## src/rtl/mac_sequencer.sv

```systemverilog
// mac_sequencer: initiator for one 8x8 multiply-accumulate unit.
// Holds a TAPS-entry coefficient bank, streams (sample, coefficient) pairs
// into the MAC, then captures the accumulated dot product and offers it
// downstream with a valid/ready handshake.
module mac_sequencer #(
   parameter int unsigned TAPS = 9,
   parameter int unsigned AW   = 4
) (
   input  logic          Clk,
   input  logic          ResetN,
   input  logic          Start,
   input  logic          CoefWe,
   input  logic [AW-1:0] CoefAddr,
   input  logic [7:0]    CoefData,
   input  logic          SampleValid,
   input  logic [7:0]    SampleData,
   output logic          SampleReady,
   output logic [7:0]    MacX,
   output logic [7:0]    MacY,
   output logic          MacAccumReset,
   input  logic [31:0]   MacLocalReg,
   output logic [31:0]   Result,
   output logic          ResultValid,
   input  logic          ResultReady,
   output logic          Busy
);

   typedef enum logic [2:0] {
      S_IDLE,
      S_CLEAR,
      S_FEED,
      S_DRAIN1,
      S_DRAIN2,
      S_OUT
   } state_t;

   state_t        state;
   state_t        state_next;
   logic [AW-1:0] tap;
   logic [7:0]    coef [TAPS];
   logic          accept;
   logic          last_tap;

   // Handshake qualifiers for the sample stream.
   always_comb begin
      accept   = (state == S_FEED) && SampleValid;
      last_tap = (32'(tap) == TAPS - 1);
   end

   // State register.
   always_ff @(posedge Clk or negedge ResetN) begin
      if (!ResetN) state <= S_IDLE;
      else         state <= state_next;
   end

   // Next-state decode.
   always_comb begin
      state_next = state;
      case (state)
         S_IDLE:   if (Start) state_next = S_CLEAR;
         S_CLEAR:  state_next = S_FEED;
         S_FEED:   if (accept && last_tap) state_next = S_DRAIN1;
         S_DRAIN1: state_next = S_DRAIN2;
         S_DRAIN2: state_next = S_OUT;
         S_OUT:    if (ResultReady) state_next = S_IDLE;
         default:  state_next = S_IDLE;
      endcase
   end

   // Moore outputs decoded from the registered state.
   always_comb begin
      SampleReady   = (state == S_FEED);
      MacAccumReset = (state == S_CLEAR);
      ResultValid   = (state == S_OUT);
      Busy          = (state != S_IDLE);
   end

   // Operand registers, tap counter and result capture; operands return to
   // zero on every cycle without an accepted tap so the accumulator holds.
   always_ff @(posedge Clk or negedge ResetN) begin
      if (!ResetN) begin
         tap    <= '0;
         MacX   <= '0;
         MacY   <= '0;
         Result <= '0;
      end else begin
         MacX <= '0;
         MacY <= '0;
         case (state)
            S_CLEAR: tap <= '0;
            S_FEED: begin
               if (accept) begin
                  MacX <= SampleData;
                  MacY <= coef[tap];
                  tap  <= tap + 1'b1;
               end
            end
            S_DRAIN2: Result <= MacLocalReg;
            default: ;
         endcase
      end
   end

   // Coefficient bank, writable in any state; out-of-range indices dropped.
   always_ff @(posedge Clk or negedge ResetN) begin
      if (!ResetN) begin
         for (int unsigned i = 0; i < TAPS; i++) coef[i] <= '0;
      end else if (CoefWe && (32'(CoefAddr) < TAPS)) begin
         coef[CoefAddr] <= CoefData;
      end
   end

endmodule

```

## config.mk

```make
export PLATFORM = sky130hd
export DESIGN_NAME = mac_sequencer
export DESIGN_NICKNAME = d
export VERILOG_FILES = /design/src/rtl/mac_sequencer.sv
export SDC_FILE = /design/constraint.sdc
export NUM_CORES = 1
export LEC_CHECK = 0
export BUFFER_PORTS_ARGS = -buffer_cell sky130_fd_sc_hd__buf_2
export CORE_UTILIZATION = 50
export CTS_CLUSTER_SIZE = 40
export DETAILED_ROUTE_END_ITERATION = 8
export GPL_TIMING_DRIVEN = 0
export PLACE_DENSITY = 0.76
export SYNTH_ARGS = -nofsm -noshare
export SYNTH_HDL_FRONTEND = slang
export SYNTH_SLANG_ARGS = --single-unit
```

## constraint.sdc

```tcl
create_clock -name Clk -period 1.5 [get_ports Clk]
set_input_delay 0.225 -clock Clk [delete_from_list [all_inputs] [get_ports Clk]]
set_output_delay 0.225 -clock Clk [all_outputs]
set_load 0.05 [all_outputs]
```

==> results of run 1 <==
## how the worst min path moves through the flow
stage                  start          to  slack [ps]  cells after the start
6_report         CoefData[4]    coef[44]          60                      2
5_1_grt          CoefData[4]    coef[44]          60                      2
3_3_place_gp   SampleData[6]     MacX[6]         430                      2
3_5_place_dp          ResetN  Result[23]         100                      1
2_1_floorplan         ResetN     MacX[0]         -70                      0
4_1_cts          CoefData[0]    coef[40]          50                      2
## sequential cells by signal, summed over array words and instances, names as in the netlist
name,count
MacY,8
coef,72
Result,32
MacX,8
state,3
tap,4
## routing by layer
| layer | GRT usage (%) | vias up | part of all wire (%) |
|---|---|---|---|
| met5 | 0 | - | 0 |
| met4 | 11.2 | 0 | 3.1 |
| met3 | 6.69 | 41 | 5.8 |
| met2 | 47.6 | 178 | 50 |
| met1 | 35.0 | 2188 | 41 |
| li1 | - | 1771 | - |
## through the flow
stage	area (um2)	std cells	setup WS, ps	hold slack [ps]	power, mW
2_1_floorplan	5570	366	-51.0	-70.6	9.31
3_3_place_gp	6280	613	-1280	431	10.4
3_5_place_dp	6320	614	-373	97.5	10.6
4_1_cts	7940	717	-317	46.3	16.4
5_1_grt	8170	729	-361	56.3	18.0
6_report	8170	729	-336	56.8	17.4
## timing repair
item | 4_1_cts | 5_1_grt
setup endpoints to repair | 44 | 50
hold buffers | 42 | 0
gates cloned | 4 | 3
hold endpoints to repair | 168 | 0
pin swaps | 26 | 14
setup buffers | 26 | 9
gates resized for setup | 87 | 38
## cells in the mapped netlist, types with 4 or more instances
cell type,n
mux2_2,105
a221o_1,8
mux4_1,8
nor2_1,4
dfrtp_1,127
nand2_1,13
inv_1,4
a211oi_1,16
mux2i_1,16
buf_2,8
nand3b_1,5
clkbuf_1,5
and2_1,9
## cell type report
cell class / instances / share of cell area [%]
flip-flops and latches: 127 / 38.9
well taps: 140 / 2.14
repair buffers: 191 / 18.5
inverters: 4 / 0.184
clock inverters: 15 / 2.27
clock buffers: 17 / 5.07
multi-input cells: 216 / 30.3
plain buffers: 19 / 2.63
## power groups by stage
| stage | sequential [mW] | combinational [mW] | clock (mW) |
|---|---|---|---|
| floorplan | 6.73 | 2.58 | 0 |
| global placement | 4.95 | 5.50 | 0 |
| detailed placement | 5.02 | 5.61 | 0 |
| CTS | 5.01 | 7.22 | 4.17 |
| global route | 5.25 | 8.35 | 4.37 |
| finish | 5.18 | 8.04 | 4.16 |
## cells by family (layout without fill, tap and decap cells)
kind of cell             count (synthesis)  count (layout)  synth area share [%]
multiplexers                           129             129                  28.1
flip-flops                             127             127                  57.4
AND/OR/NAND/NOR                         53              53                  7.01
AO/OA/AOI/OAI                           31              31                  4.36
buffers and inverters                   23             246                  2.53
adder cells (fa/ha/maj)                  2               2                 0.452
XOR/XNOR                                 1               1                 0.158
==> out/qor.csv, run 1 <==
stage;metric;value;unit
sta;max-slew violation count;0;
floorplanning;Die W;107;um
layout;multi-input logic area;2470;um2
pwr;Power Dens Cells;2130;nW/um2
pwr;part of the power in registers;29.8;%
synth;syn avg cell area;15.1;um2
worst_setup_path;R2R depth;7;
synth;Yosys reg bits;127;
pwr;Clock Power Share;24.0;%
synth;Synth Instances;366;
clock_network;CTS Buffer Depth;2;
worst_setup_path;Req. time, crit path;1270;ps
pwr;Leak;3.78;nW
outcome;failing checks;setup timing;
synth;syn_nets;426;
drt;WL/cell;23.2;um
worst_setup_path;reg-to-reg setup timing slack;-280;ps
global_route;number of global-route vias before repair;4485;
drt;antenna-violating nets left;0;
layout;highest-count cells in the layout ignoring fill and taps;126 x dfrtp_1, 105 x buf_2, 74 x mux2_2;
pwr;switching share of power;38.5;%
floorplanning;num ports;110;
worst_setup_path;critical path type;register to output pin;
sta;final setup fails;47;
clock_network;CTS tree;built;
drt;Vias/cell;5.73;
drt;DRT Wirelength;16900;um
pwr;maximum VDD drop;1720;uV
synth;mapped cell area;5530;um2
sta;final worst path period share;122;%
global_route;antenna violations before repair;0;
pwr;Logic pwr share;46.2;%
layout;synth-to-layout area growth;47.6;%
clock_network;worst skew pair latency;520;ps
worst_setup_path;CP Cell Sequence;buf_8 > or3_4 > buf_6;
synth;top cells by area, synth;dfrtp_1 57%, mux2_2 21%, mux4_1 3.8%;
synth;Yosys Warn Count;0;
placed_design;dpl hpwl;7830;um
worst_setup_path;Crit path largest cell delay;420;ps
clock_network;total CTS buffers;17;
floorplanning;Rows;38;
clock_network;H-tree depth;4;
worst_setup_path;critical path capture point;Busy;
worst_setup_path;delay-heaviest family, CP;flip-flops;
placed_design;Port Buf Inserts;107;
floorplanning;die extent in y;107;um
synth;number of synthesized flops with an enable pin;0;
sta;FMAX;545;MHz
pwr;P_int;10.7;mW
sta;slew margin rel.;45.4;%
layout;Fillers;577;
global_route;global-route wire length before repair;23900;um
min_path;Worst Hold Class;primary input to register;
worst_setup_path;CP Depth;3;
clock_network;# clock sinks;127;
layout;ANT cells;0;
worst_setup_path;Startpoint Class;register;
sta;unrepaired setup endpoints after global routing;yes;
clock_network;clock-pin slew on the worst setup and hold paths;60;ps
synth;Synth Flop Type;dfrtp_1;
job;max-cap violations;0;
worst_setup_path;CP Capture Type;output pin;
worst_setup_path;CP Max Fanout;6;
placed_design;GPL Wtd Cong;0.800;
worst_setup_path;crit path from;state[1];
floorplanning;Core Area;10800;um2
sta;Setup TNS;-10830;ps
synth;count of cell types in the netlist;38;
worst_setup_path;Arr. time, crit path;1610;ps
sta;slack of the critical path;-336;ps
sta;slew at the pin with the worst max-slew slack;815;ps
layout;fin util;75.7;%
drt;DRT Pass-1 Iters;4;
layout;layout cells sized above 1;58.9;%
drt;vias;4178;
synth;Async SR Flop Fraction;100;%
floorplanning;Initial Utilization;51.3;%
drt;Detailed Route Iter0 Violations;313;
layout;Sequential cell area;3180;um2
floorplanning;die area;11500;um2
synth;Synth area leader;dfrtp_1;
layout;nets;636;
global_route;largest net degree at the start of global routing;104;
sta;final critical-path required period;1840;ps
synth;register area share after synthesis;57.4;%
outcome;status;complete, but fails checks;
worst_setup_path;Worst R2R Start;state[1];
pwr;Psw;6.69;mW
sta;Fin Clk Skew;10.2;ps
global_route;gr ovfl total;0;
clock_network;Clock Root Buffer;clkbuf_8;
synth;Synth top area share;57.4;%
layout;most common cell after layout, fill and taps aside;dfrtp_1;
global_route;Total GRT Usage;28.2;%
sta;Fin. Hold Viols;0;
drt;DRC errors left;0;
worst_setup_path;R2R Path End;Result[2];
worst_setup_path;CP max-delay cell;dfrtp_1;
worst_setup_path;buffer and inverter count on the worst path;2;
Power figures use the tool's default switching activity.
==> inputs of run 2 (changes only) <==
--- a/config.mk
+++ b/config.mk
@@ -8,3 +8,3 @@
 export BUFFER_PORTS_ARGS = -buffer_cell sky130_fd_sc_hd__buf_2
-export CORE_UTILIZATION = 50
+export CORE_UTILIZATION = 55
 export CTS_CLUSTER_SIZE = 40
@@ -12,3 +12,3 @@
 export GPL_TIMING_DRIVEN = 0
-export PLACE_DENSITY = 0.76
+export PLACE_DENSITY = 0.8
 export SYNTH_ARGS = -nofsm -noshare
==> constraint.sdc (replaced) <==
create_clock -name Clk -period 1.98 [get_ports Clk]
set_input_delay 0.297 -clock Clk [delete_from_list [all_inputs] [get_ports Clk]]
set_output_delay 0.297 -clock Clk [all_outputs]
set_load 0.02 [all_outputs]
==> run 2 against run 1 <==
The run now ends clean. Clock skew increased by 1.6 ps. Register-to-register slack gained 400 ps. Via count is 10% lower. Combinational power decreased by 60%. Core utilization is 2.9 points lower. Hold slack lost 49 ps. Critical path depth is the same. Flip-flop and latch count did not move. First-iteration DRC count fell by 44%. Largest power group is now registers. Highest routed layer unchanged.
==> out/qor.csv, run 2 (synthesized netlist as in run 1, its figures left out) <==
stage;metric;value;unit;change
worst_setup_path;Arr. time, crit path;1630;ps;+20 ps
pwr;Logic pwr share;31.9;%;-14 points
outcome;status;finished, final reports clean;;
worst_setup_path;CP Max Fanout;10;;+4
sta;unrepaired setup endpoints after global routing;no;;
placed_design;Port Buf Inserts;107;;unchanged
sta;Fin Clk Skew;11.8;ps;+1.64 ps
pwr;switching share of power;33.9;%;-4.6 points
layout;Biggest register;coef;;
drt;Vias/cell;5.65;;-1.4%
pwr;maximum VDD drop;666;uV;-61%
layout;max FFs per register;72;;unchanged
layout;Regs by FF count;coef x72, Result x32;;
sta;final worst path period share;97.5;%;
worst_setup_path;CP Capture Type;output pin;;
sta;slew margin rel.;41.3;%;-4.1 points
sta;final critical-path required period;1930;ps;
global_route;antenna violations before repair;0;;unchanged
floorplanning;Initial Utilization;56.6;%;+5.3 points
floorplanning;Core Area;9770;um2;-9.4%
clock_network;total CTS buffers;17;;unchanged
layout;Sequential cell area;3180;um2;about the same
pwr;total power;10.1;mW;-42%
layout;ANT cells;0;;unchanged
global_route;number of global-route vias before repair;3719;;-17%
pwr;P_int;6.69;mW;-37%
sta;slew at the pin with the worst max-slew slack;875;ps;+60.8 ps
global_route;gr ovfl total;0;;unchanged
clock_network;# clock sinks;127;;unchanged
pwr;Leak;3.28;nW;-13%
layout;Layout Cells excl Fill;663;;-9.1%
placed_design;dpl hpwl;7720;um;-1.4%
layout;multi-input logic area;2230;um2;-10%
job;max-cap violations;0;;unchanged
global_route;Total GRT Usage;25.0;%;-3.2 points
pwr;Clock Power Share;30.1;%;+6.1 points
worst_setup_path;Req. time, crit path;1680;ps;+410 ps
min_path;Worst Hold Class;primary input to register;;
placed_design;GPL Wtd Cong;0.773;;-3.3%
floorplanning;Die W;102;um;-4.6%
pwr;Psw;3.44;mW;-49%
layout;most common cell after layout, fill and taps aside;dfrtp_1;;
worst_setup_path;Startpoint Class;register;;
drt;antenna-violating nets left;0;;unchanged
layout;highest-count cells in the layout ignoring fill and taps;127 x dfrtp_1, 114 x buf_2, 105 x mux2_2;;
clock_network;CTS Buffer Depth;2;;unchanged
drt;vias;3745;;-10%
placed_design;dpl cells;607;;-1.1%
layout;layout cells sized above 1;51.1;%;-7.8 points
global_route;global-route wire length before repair;19000;um;-21%
worst_setup_path;critical path type;register to output pin;;
sta;FMAX;518;MHz;
layout;Fillers;619;;+7.3%
clock_network;Clock Root Buffer;clkbuf_8;;
drt;DRT Pass-1 Iters;4;;unchanged
sta;Fin. Hold Viols;0;;unchanged
pwr;part of the power in registers;38.0;%;+8.2 points
drt;DRC errors left;0;;unchanged
clock_network;clock-pin slew on the worst setup and hold paths;70;ps;about the same
floorplanning;die area;10500;um2;-8.9%
drt;Detailed Route Iter0 Violations;175;;-44%
clock_network;worst skew pair latency;530;ps;about the same
drt;DRT Wirelength;12700;um;-25%
clock_network;H-tree depth;4;;unchanged
floorplanning;Rows;36;;-5.3%
layout;synth-to-layout area growth;28.5;%;
pwr;Power Dens Cells;1420;nW/um2;-33%
drt;WL/cell;19.1;um;-18%
floorplanning;die extent in y;102;um;-4.6%
sta;final setup fails;0;;-100%
clock_network;CTS tree;built;;
sta;max-slew violation count;0;;unchanged
layout;nets;577;;-9.3%
floorplanning;num ports;110;;unchanged
global_route;largest net degree at the start of global routing;90;;-13%
## run 2: cell count changes in the layout (fill, tap and decap cells not counted), sizes merged
cell         delta
buf            -42
bufinv          -2
clkbuf          +1
clkinv          -6
clkinvlp        +1
dlygate4sd3    -18
inv             +7
## run 2: path summary, 6_finish.rpt
| path | from | to | slack, ps | cells past startpoint |
|---|---|---|---|---|
| setup / recovery | state[0] | Busy | 50 | 3 |
| hold / removal | MacLocalReg[8] | Result[8] | 8 | 2 |
| setup reg to reg | tap[0] | MacY[5] | 120 | 6 |
| hold reg to reg | Result[29] | Result[29] | 500 | 1 |
| max in group asynchronous | ResetN | coef[39] | 1000 | 3 |
| min in group asynchronous | ResetN | Result[28] | 230 | 2 |
## run 2: power by group through the flow
stage               logic [mW]  clock network [mW]  registers (mW)
floorplan                 1.79                   0            4.22
global placement          3.09                   0            3.75
detailed placement        3.18                   0            3.81
CTS                       3.22                3.06            3.83
global route              3.47                3.21            3.94
finish                    3.23                3.05            3.85
## run 2: final cells by class
| type | instances | area share, % |
|---|---|---|
| flip-flops and latches | 127 | 44.7 |
| multi-input cells | 216 | 31.3 |
| repair buffers | 134 | 11.6 |
| clock buffers | 17 | 5.82 |
| clock inverters | 15 | 2.38 |
| well taps | 133 | 2.34 |
| plain buffers | 17 | 1.65 |
| inverters | 4 | 0.211 |
## run 2: what timing repair did
action	CTS	global route
setup buffers	2	0
hold buffers	17	7
hold endpoints to repair	54	7
endpoints found under the setup margin	3	0
gates resized for setup	2	0
## run 2: layer usage
| metal | vias to the layer above | share of wire (%) | global-route usage (%) |
|---|---|---|---|
| met3 | 31 | 6.1 | 7.05 |
| met1 | 1876 | 43 | 32.0 |
| li1 | 1670 | - | - |
| met4 | 0 | 2.1 | 11.9 |
| met5 | - | 0 | 0 |
| met2 | 168 | 48 | 39.4 |
## run 2: worst max-delay path, cell delays in order, from the launching register on
cell and delay [ps]:
dfrtp_1 370, buf_2 180, or3_1 390, buf_2 170
## run 2: per-stage QoR
stage / hold WS (ps) / setup WS [ps] / area [um2] / util, % / setup TNS [ps]
after CTS: 0.903 / 43.1 / 7040 / 72.0 / 0
final: 7.85 / 48.8 / 7110 / 72.8 / 0
after global routing: -3.21 / 0.525 / 7110 / 72.8 / 0
after floorplan: 1.41 / 170 / 5530 / - / 0
after detailed placement: 225 / -24.6 / 6270 / 64.1 / -24.6
after global placement: 481 / -891 / 6240 / 63.8 / -112380
==> inputs of run 3 (changes only) <==
Settings changed: BUFFER_PORTS_ARGS -buffer_cell sky130_fd_sc_hd__buf_2 to -buffer_cell sky130_fd_sc_hd__buf_4.
==> run 3 against run 2 <==
Setup slack improved by 6.7 ps. First-iteration DRC count is 24% lower. Via count down 5.0%. Critical endpoint unchanged. Global-route usage up 0.12 points. Core utilization is 1.6 points higher. Sequential power hardly changed. Hold slack barely moved. Maximum frequency up 0.35%. Clock power is 6% higher.
==> out/qor.csv, run 3 (synthesized netlist as in run 1, its figures left out) <==
stage;metric;value;unit;change
layout;nets;562;;-2.6%
global_route;antenna violations before repair;0;;unchanged
placed_design;Port Buf Inserts;107;;unchanged
layout;Regs by FF count;coef x72, Result x32;;
sta;final worst path period share;97.2;%;-0.34 points
layout;synth-to-layout area growth;31.3;%;
floorplanning;Die W;102;um;unchanged
sta;Fin. Hold Viols;0;;unchanged
sta;Fin Clk Skew;7.33;ps;-4.50 ps
global_route;global-route wire length before repair;19000;um;-0.11%
layout;layout cells sized above 1;52.8;%;+1.7 points
clock_network;worst skew pair latency;510;ps;-20 ps
drt;antenna-violating nets left;0;;unchanged
worst_setup_path;reg-to-reg setup timing slack;150;ps;+30 ps
pwr;Power Dens Cells;1450;nW/um2;+2.0%
worst_setup_path;CP Max Fanout;10;;unchanged
drt;DRT Pass-1 Iters;4;;unchanged
job;max-cap violations;0;;unchanged
clock_network;H-tree depth;4;;unchanged
worst_setup_path;critical path type;register to output pin;;
global_route;Total GRT Usage;25.1;%;+0.12 points
layout;Biggest register;coef;;
floorplanning;Core Area;9770;um2;unchanged
min_path;Worst Hold Class;primary input to register;;
worst_setup_path;Startpoint Class;register;;
placed_design;GPL Wtd Cong;0.751;;-2.8%
clock_network;total CTS buffers;17;;unchanged
placed_design;dpl hpwl;7690;um;-0.35%
drt;vias;3559;;-5.0%
sta;slew margin rel.;46.8;%;+5.4 points
layout;max FFs per register;72;;unchanged
sta;final setup fails;0;;unchanged
drt;DRC errors left;0;;unchanged
clock_network;# clock sinks;127;;unchanged
layout;most common cell after layout, fill and taps aside;dfrtp_1;;
floorplanning;num ports;110;;unchanged
worst_setup_path;Req. time, crit path;1680;ps;about the same
pwr;Leak;3.31;nW;+0.89%
layout;fin area;7270;um2;+2.2%
sta;slew at the pin with the worst max-slew slack;793;ps;-82.8 ps
drt;DRT Wirelength;12200;um;-4.0%
global_route;gr ovfl total;0;;unchanged
clock_network;Clock Root Buffer;clkbuf_8;;
worst_setup_path;CP Capture Type;output pin;;
pwr;maximum VDD drop;742;uV;+11%
worst_setup_path;Arr. time, crit path;1630;ps;about the same
pwr;total power;10.5;mW;+4.2%
placed_design;Placement Cell Area;6540;um2;+4.2%
sta;max-slew violation count;0;;unchanged
clock_network;CTS tree;built;;
drt;WL/cell;18.8;um;-1.7%
global_route;largest net degree at the start of global routing;94;;+4.4%
drt;Detailed Route Iter0 Violations;133;;-24%
sta;final critical-path required period;1920;ps;-6.72 ps
floorplanning;Rows;36;;unchanged
layout;highest-count cells in the layout ignoring fill and taps;127 x dfrtp_1, 110 x buf_4, 105 x mux2_2;;
clock_network;clock-pin slew on the worst setup and hold paths;60;ps;about the same
clock_network;CTS Buffer Depth;2;;unchanged
floorplanning;die area;10500;um2;unchanged
floorplanning;die extent in y;102;um;unchanged
outcome;status;finished, final reports clean;;
global_route;number of global-route vias before repair;3627;;-2.5%
sta;FMAX;520;MHz;+0.35%
layout;ANT cells;0;;unchanged
floorplanning;Initial Utilization;56.6;%;unchanged
drt;Vias/cell;5.49;;-2.8%
## run 3: cell types whose count changed in the layout (fill, tap and decap cells not counted), moves of 2 or more
| cell | change |
|---|---|
| buf_4 | +107 |
| buf_2 | -106 |
| dlygate4sd3_1 | -16 |
| inv_8 | -5 |
| inv_6 | -4 |
| bufinv_16 | +3 |
| clkinv_4 | +3 |
| clkinv_2 | +2 |
## run 3: worst paths after layout
path                                 end           from  depth (start not counted)
worst min register to register  coef[60]       coef[60]                          1
worst max-delay path                Busy       state[0]                          3
worst min-delay path             MacX[0]  SampleData[0]                          2
max in group asynchronous       coef[27]         ResetN                          3
worst max register to register   MacY[5]         tap[0]                          6
min in group asynchronous        MacX[6]         ResetN                          2
## run 3: final cells by class
type	instances	area, um2
Multi-Input combinational cell	216	2230
Clock buffer	19	432
Buffer	18	125
Sequential cell	127	3180
Clock inverter	13	188
Tap cell	133	166
Timing Repair Buffer	118	930
Inverter	4	15.0
Fill cell	594	2510
## run 3: routing by layer
| metal | track usage [%] | wire length, um | vias to the layer above |
|---|---|---|---|
| li1 | - | - | 1634 |
| met1 | 32.6 | 5410 | 1794 |
| met2 | 41.6 | 5930 | 113 |
| met3 | 6.22 | 622 | 18 |
| met4 | 8.13 | 187 | 0 |
| met5 | 0 | 0 | - |
## run 3: power by group
part | total, mW | internal, mW | switching, mW
logic | 3.50 | 1.83 | 1.67
clock network | 3.22 | 2.08 | 1.14
registers | 3.82 | 3.38 | 0.441
total | 10.5 | 7.30 | 3.25
## run 3: worst max-delay path: stages, from the launching register on
cell,delay (ps)
dfrtp_1,380
buf_4,180
or3_1,390
buf_4,170
## run 3: what timing repair did
| item | in CTS | in global routing |
|---|---|---|
| resized for setup | 3 | 4 |
| hold buffers | 8 | 0 |
| endpoints found under the hold margin | 41 | 0 |
| setup buffers | 1 | 1 |
| pin swaps | 1 | 1 |
| endpoints found under the setup margin | 5 | 3 |
## run 3: per-stage QoR
step	cells	util (%)	setup TNS, ps	setup WS (ps)	hold WS (ps)
6_report	648	74.3	0	55.5	7.90
5_1_grt	648	74.3	-5.25	-5.25	1.56
4_1_cts	647	74.2	0	41.2	2.95
3_5_place_dp	607	66.9	-62.2	-62.2	203
3_3_place_gp	606	66.5	-87.7	-87.7	482
2_1_floorplan	366	-	0	170	1.41
